===== config.mk =====
export PLATFORM = sky130hd
export DESIGN_NAME = pwm_capture
export DESIGN_NICKNAME = d
export VERILOG_FILES = /design/src/rtl/pwm_capture.sv
export SDC_FILE = /design/constraint.sdc
export NUM_CORES = 1
export LEC_CHECK = 0
export ABC_AREA = 1
export BUFFER_PORTS_ARGS = -buffer_cell sky130_fd_sc_hd__buf_2
export CAP_MARGIN = 15
export CORE_ASPECT_RATIO = 0.7
export CORE_MARGIN = 4
export CORE_UTILIZATION = 50
export DETAILED_ROUTE_END_ITERATION = 16
export PLACE_DENSITY = 0.74
export SYNTH_ARGS = -nofsm -noshare
export SYNTH_HDL_FRONTEND = slang
export SYNTH_SLANG_ARGS = --single-unit

===== constraint.sdc =====
create_clock -name clk -period 3.5 [get_ports clk]
set_clock_uncertainty 0.15 [all_clocks]
set_input_delay 0.175 -clock clk [delete_from_list [all_inputs] [get_ports clk]]
set_output_delay 0.175 -clock clk [all_outputs]
set_load 0.01 [all_outputs]

===== src/rtl/pwm_capture.sv =====
// pwm_capture: single-channel PWM input decoder measuring high time and period.
// Optional 3-sample glitch filter: define PWM_CAPTURE_GLITCH_FILTER_EN.
module pwm_capture (
    input  logic       clk,
    input  logic       rst_n,
    input  logic       pwm_in,
    input  logic       enable,
    input  logic [3:0] prescale_div,
    input  logic       clr_overflow,
    output logic [7:0] high_time,
    output logic [7:0] period,
    output logic       sample_valid,
    output logic       level_static,
    output logic       overflow
);

    localparam logic [0:0] IDLE    = 1'b0;
    localparam logic [0:0] MEASURE = 1'b1;

    logic [0:0]  state;
    logic        s1, s2, s3;
    logic        lvl;
    logic        rise;
    logic [14:0] presc;
    logic [15:0] lim;
    logic        measuring;
    logic        tick;
    logic        timeout;
    logic [7:0]  cnt_p, cnt_h;

    always_ff @(posedge clk or negedge rst_n) begin
        if (!rst_n) begin
            s1 <= 1'b0;
            s2 <= 1'b0;
            s3 <= 1'b0;
        end else begin
            s1 <= pwm_in;
            s2 <= s1;
            s3 <= lvl;
        end
    end

`ifdef PWM_CAPTURE_GLITCH_FILTER_EN
    logic f0, f1, filt;

    // Level moves only once three consecutive synchronized samples agree.
    assign lvl = (s2 == f0 && f0 == f1) ? s2 : filt;

    always_ff @(posedge clk or negedge rst_n) begin
        if (!rst_n) begin
            f0   <= 1'b0;
            f1   <= 1'b0;
            filt <= 1'b0;
        end else begin
            f0   <= s2;
            f1   <= f0;
            filt <= lvl;
        end
    end
`else
    assign lvl = s2;
`endif

    assign rise      = lvl & ~s3;
    assign lim       = (16'd1 << prescale_div) - 16'd1;
    assign measuring = enable && (state == MEASURE);
    assign tick      = measuring && (presc == lim[14:0]);
    assign timeout   = tick && (cnt_p == 8'hFF);

    always_ff @(posedge clk or negedge rst_n) begin
        if (!rst_n) begin
            presc <= '0;
        end else if (!measuring || rise || tick) begin
            presc <= '0;
        end else begin
            presc <= presc + 15'd1;
        end
    end

    always_ff @(posedge clk or negedge rst_n) begin
        if (!rst_n) begin
            state        <= IDLE;
            cnt_p        <= '0;
            cnt_h        <= '0;
            high_time    <= '0;
            period       <= '0;
            sample_valid <= 1'b0;
            level_static <= 1'b0;
        end else begin
            sample_valid <= 1'b0;
            if (!enable) begin
                state <= IDLE;
                cnt_p <= '0;
                cnt_h <= '0;
            end else begin
                unique case (state)
                    IDLE: begin
                        cnt_p <= '0;
                        cnt_h <= '0;
                        if (rise) begin
                            state        <= MEASURE;
                            level_static <= 1'b0;
                        end
                    end
                    MEASURE: begin
                        // Timeout takes priority over a coincident edge.
                        if (timeout) begin
                            period       <= 8'hFF;
                            high_time    <= s3 ? 8'hFF : 8'h00;
                            sample_valid <= 1'b1;
                            level_static <= 1'b1;
                            state        <= IDLE;
                            cnt_p        <= '0;
                            cnt_h        <= '0;
                        end else if (rise) begin
                            period       <= cnt_p + {7'd0, tick};
                            high_time    <= cnt_h;
                            sample_valid <= 1'b1;
                            cnt_p        <= '0;
                            cnt_h        <= '0;
                        end else if (tick) begin
                            cnt_p <= cnt_p + 8'd1;
                            cnt_h <= cnt_h + {7'd0, s3};
                        end
                    end
                    default: state <= IDLE;
                endcase
            end
        end
    end

    always_ff @(posedge clk or negedge rst_n) begin
        if (!rst_n) begin
            overflow <= 1'b0;
        end else if (timeout) begin
            overflow <= 1'b1;
        end else if (clr_overflow) begin
            overflow <= 1'b0;
        end
    end

endmodule

==> impl_metrics.env <==
export IMPL_status="finished, final reports clean"
export IMPL_nFillCells=606
export IMPL_numPortBuffers=27
export IMPL_avgSynthCellArea_um2=7.046
export IMPL_insertion_delay_ps=300
export IMPL_cp_arrival_ps=2670
export IMPL_cts_tree="yes"
export IMPL_drcViolationCount=0
export IMPL_setup_viol=0
export IMPL_cp_start_kind="primary input"
export IMPL_cts_buffer_depth=2
export IMPL_drt_iter0_drc=186
export IMPL_criticalPathCategory="primary input to flop"
export IMPL_wl_per_cell_um=12.50
export IMPL_antennaDiodeCount=0
export IMPL_ys_seq_area_frac=0.4089
export IMPL_synth_distinct_cells=32
export IMPL_grt_use_met1=0.2993
export IMPL_fin_nets=512
export IMPL_synth_most_common_cell="nand2_1"
export IMPL_tightest_slew_ps=704.6
export IMPL_clockRootBuffer="clkbuf_8"
export IMPL_synth_common_cells="nand2_1, dfrtp_1, inv_1"
export IMPL_endpoint_kind="flop"
export IMPL_yosysTopAreaCell="dfrtp_1"
export IMPL_synth_edf_count=0
export IMPL_grt_busiest_layer="met1"
export IMPL_grt_pass1_vias=2731
export IMPL_max_cap_violations=0
export IMPL_drive_above_1_share=0.1127
export IMPL_start_util=0.5240
export IMPL_final_cells=575
export IMPL_period_share=0.7406
export IMPL_final_core_util=0.5647
export IMPL_grt_max_degree=32
export IMPL_synth_top_area_share=0.4089
export IMPL_ant_nets=0
export IMPL_die_y_um=76.02
export IMPL_path_clk_slew_ps=90
export IMPL_worst_slack_ps=907.7
export IMPL_synth_warnings=0
export IMPL_netlist_top_cells_area="dfrtp_1, nand2_1, nand3_1"
export IMPL_ctsResizeCount=0
export IMPL_ir_worst_vdd_mv=0.1397
export IMPL_vias=2991
export IMPL_netlist_instances=469
export IMPL_dieArea_um2=7994
export IMPL_grt_util_met3=0.03302
export IMPL_ys_seq_elements=54
export IMPL_min_path_type="primary input to flop"
export IMPL_cts_buffers=5
export IMPL_grt_pass1_wl_mm=12.83
export IMPL_clock_fmax_ghz=0.3858
export IMPL_power_density_nw_per_um2=295.9
export IMPL_async_flop_share=1.000
export IMPL_vias_per_cell=5.202
export IMPL_crit_path_max_fanout=21
export IMPL_slew_headroom=0.5259
export IMPL_dpl_worst_slack_ps=601.1
export IMPL_row_count=24
export IMPL_gp_congestion=0.9230
export IMPL_power_leakage_nw=1.897
export IMPL_rsz0062_at_grt="no"
export IMPL_hpwl_mm=5.415
export IMPL_synth_area_um2=3304
export IMPL_synthFlopType="dfrtp_1"
export IMPL_grtUsageMet2=0.2810
export IMPL_multi_input_area_um2=1652
export IMPL_core_um2=6306
export IMPL_die_w_um=105.2
export IMPL_final_hold_viol_count=0
export IMPL_hold_slack_ps=18.53
export IMPL_drt_wl_total_mm=7.185
export IMPL_regArea_um2=1351
export IMPL_firstDrtPassIters=5
export IMPL_critPathRequiredTime_ps=3580
export IMPL_htree_levels=2
export IMPL_finalCriticalPeriod_ps=2592
export IMPL_io_pins=28
export IMPL_synth_nets=484
export IMPL_dpl_cell_count=565
export IMPL_grt_overflow_total=0
export IMPL_cts_sinks=54
export IMPL_track_usage=0.1903
export IMPL_area_growth_pct=7.762
export IMPL_fin_tns_setup_ps=0
export IMPL_antenna_found_initial=0
export IMPL_drv_slew=0
## final cells by class
class,instances,area share
clock buffer,5,0.01933
clock inverter,2,0.002811
tap,78,0.02741
multi-input combinational,351,0.4638
inverter,53,0.05657
sequential,54,0.3795
timing repair buffer,32,0.05060
## where the power goes
| part | leakage [nW] | switching (W) | internal (W) |
|---|---|---|---|
| clock network | 0.0438 | 0.000195 | 0.000135 |
| logic | 1.11 | 0.0000667 | 0.0000264 |
| registers | 0.746 | 0.00000347 | 0.000627 |
| total | 1.90 | 0.000265 | 0.000789 |
## critical path: stages
cell and delay [ps]:
buf_2 190, nor2_4 190, nand2_1 100, ha_1 320, nand2_1 80, nand3_1 80, nor2_1 110, nand2_1 60
nor2_1 140, nand2_2 110, nor2_8 180, nand2_2 100, nand2_2 270, buf_4 310, nand2_1 80, nand2_1 60
nand2_1 40, nor2_1 80
## sequential cells by signal (all words and copies together) (netlist names), 8 cells and up
| register | flops |
|---|---|
| presc | 15 |
| cnt_h | 8 |
| cnt_p | 8 |
| high_time | 8 |
| period | 8 |
## cell usage in the layout (no fill, tap or decap), drive strengths merged
cell type,synthesis,routed
nand4,8,8
dlygate4sd3,0,3
nand3,40,40
inv,51,51
nor3,11,11
o21a,1,1
xor2,5,5
o22ai,3,3
xnor2,2,2
nor4,1,1
clkinv,2,4
nand2,197,197
ha,6,6
o211ai,1,1
nor3b,3,3
nor2,50,50
nand3b,2,2
a21oi,10,10
o21ai,11,11
clkbuf,0,5
buf,11,29
dfrtp,54,54
## final timing paths
kind	to	startpoint	cells after the start	slack [ps]
max	cnt_h[4]	prescale_div[3]	18	910
min	level_static	enable	4	20
max reg2reg	cnt_h[4]	state	15	930
min reg2reg	lvl	s1	0	200
max in group asynchronous	high_time[6]	rst_n	3	2170
min in group asynchronous	period[6]	rst_n	2	230
## per-layer routing
metal | wire [um] | part of all wire
met3 | 430 | 0.060
met2 | 3028 | 0.42
met5 | 0 | 0
met1 | 3681 | 0.51
met4 | 46 | 0.0064
## what timing repair did
action / 4_1_cts / 5_1_grt
endpoints found under the setup margin: 0 / 0
hold buffers: 3 / 0
buffers inserted: 0 / 0
hold endpoints to repair: 25 / 0
## per-stage QoR
step / instance area (um^2) / total power (W)
CTS: 3561 / 0.001065
global placement: 3452 / 0.0007326
floorplan: 3304 / 0.0007046
detailed placement: 3452 / 0.0007338
global route: 3561 / 0.001106
finish: 3561 / 0.001054
## cells by family after synthesis
kind of cell,after synthesis,share of synthesized area
xor gates and xnor gates,7,0.01855
DFF,54,0.4089
adders and majority gates,6,0.02272
buffers and inverters,64,0.09125
and+or+nand+nor,312,0.4131
AOI/OAI and AO/OA,26,0.04544
(Power assumes the default switching activity.)
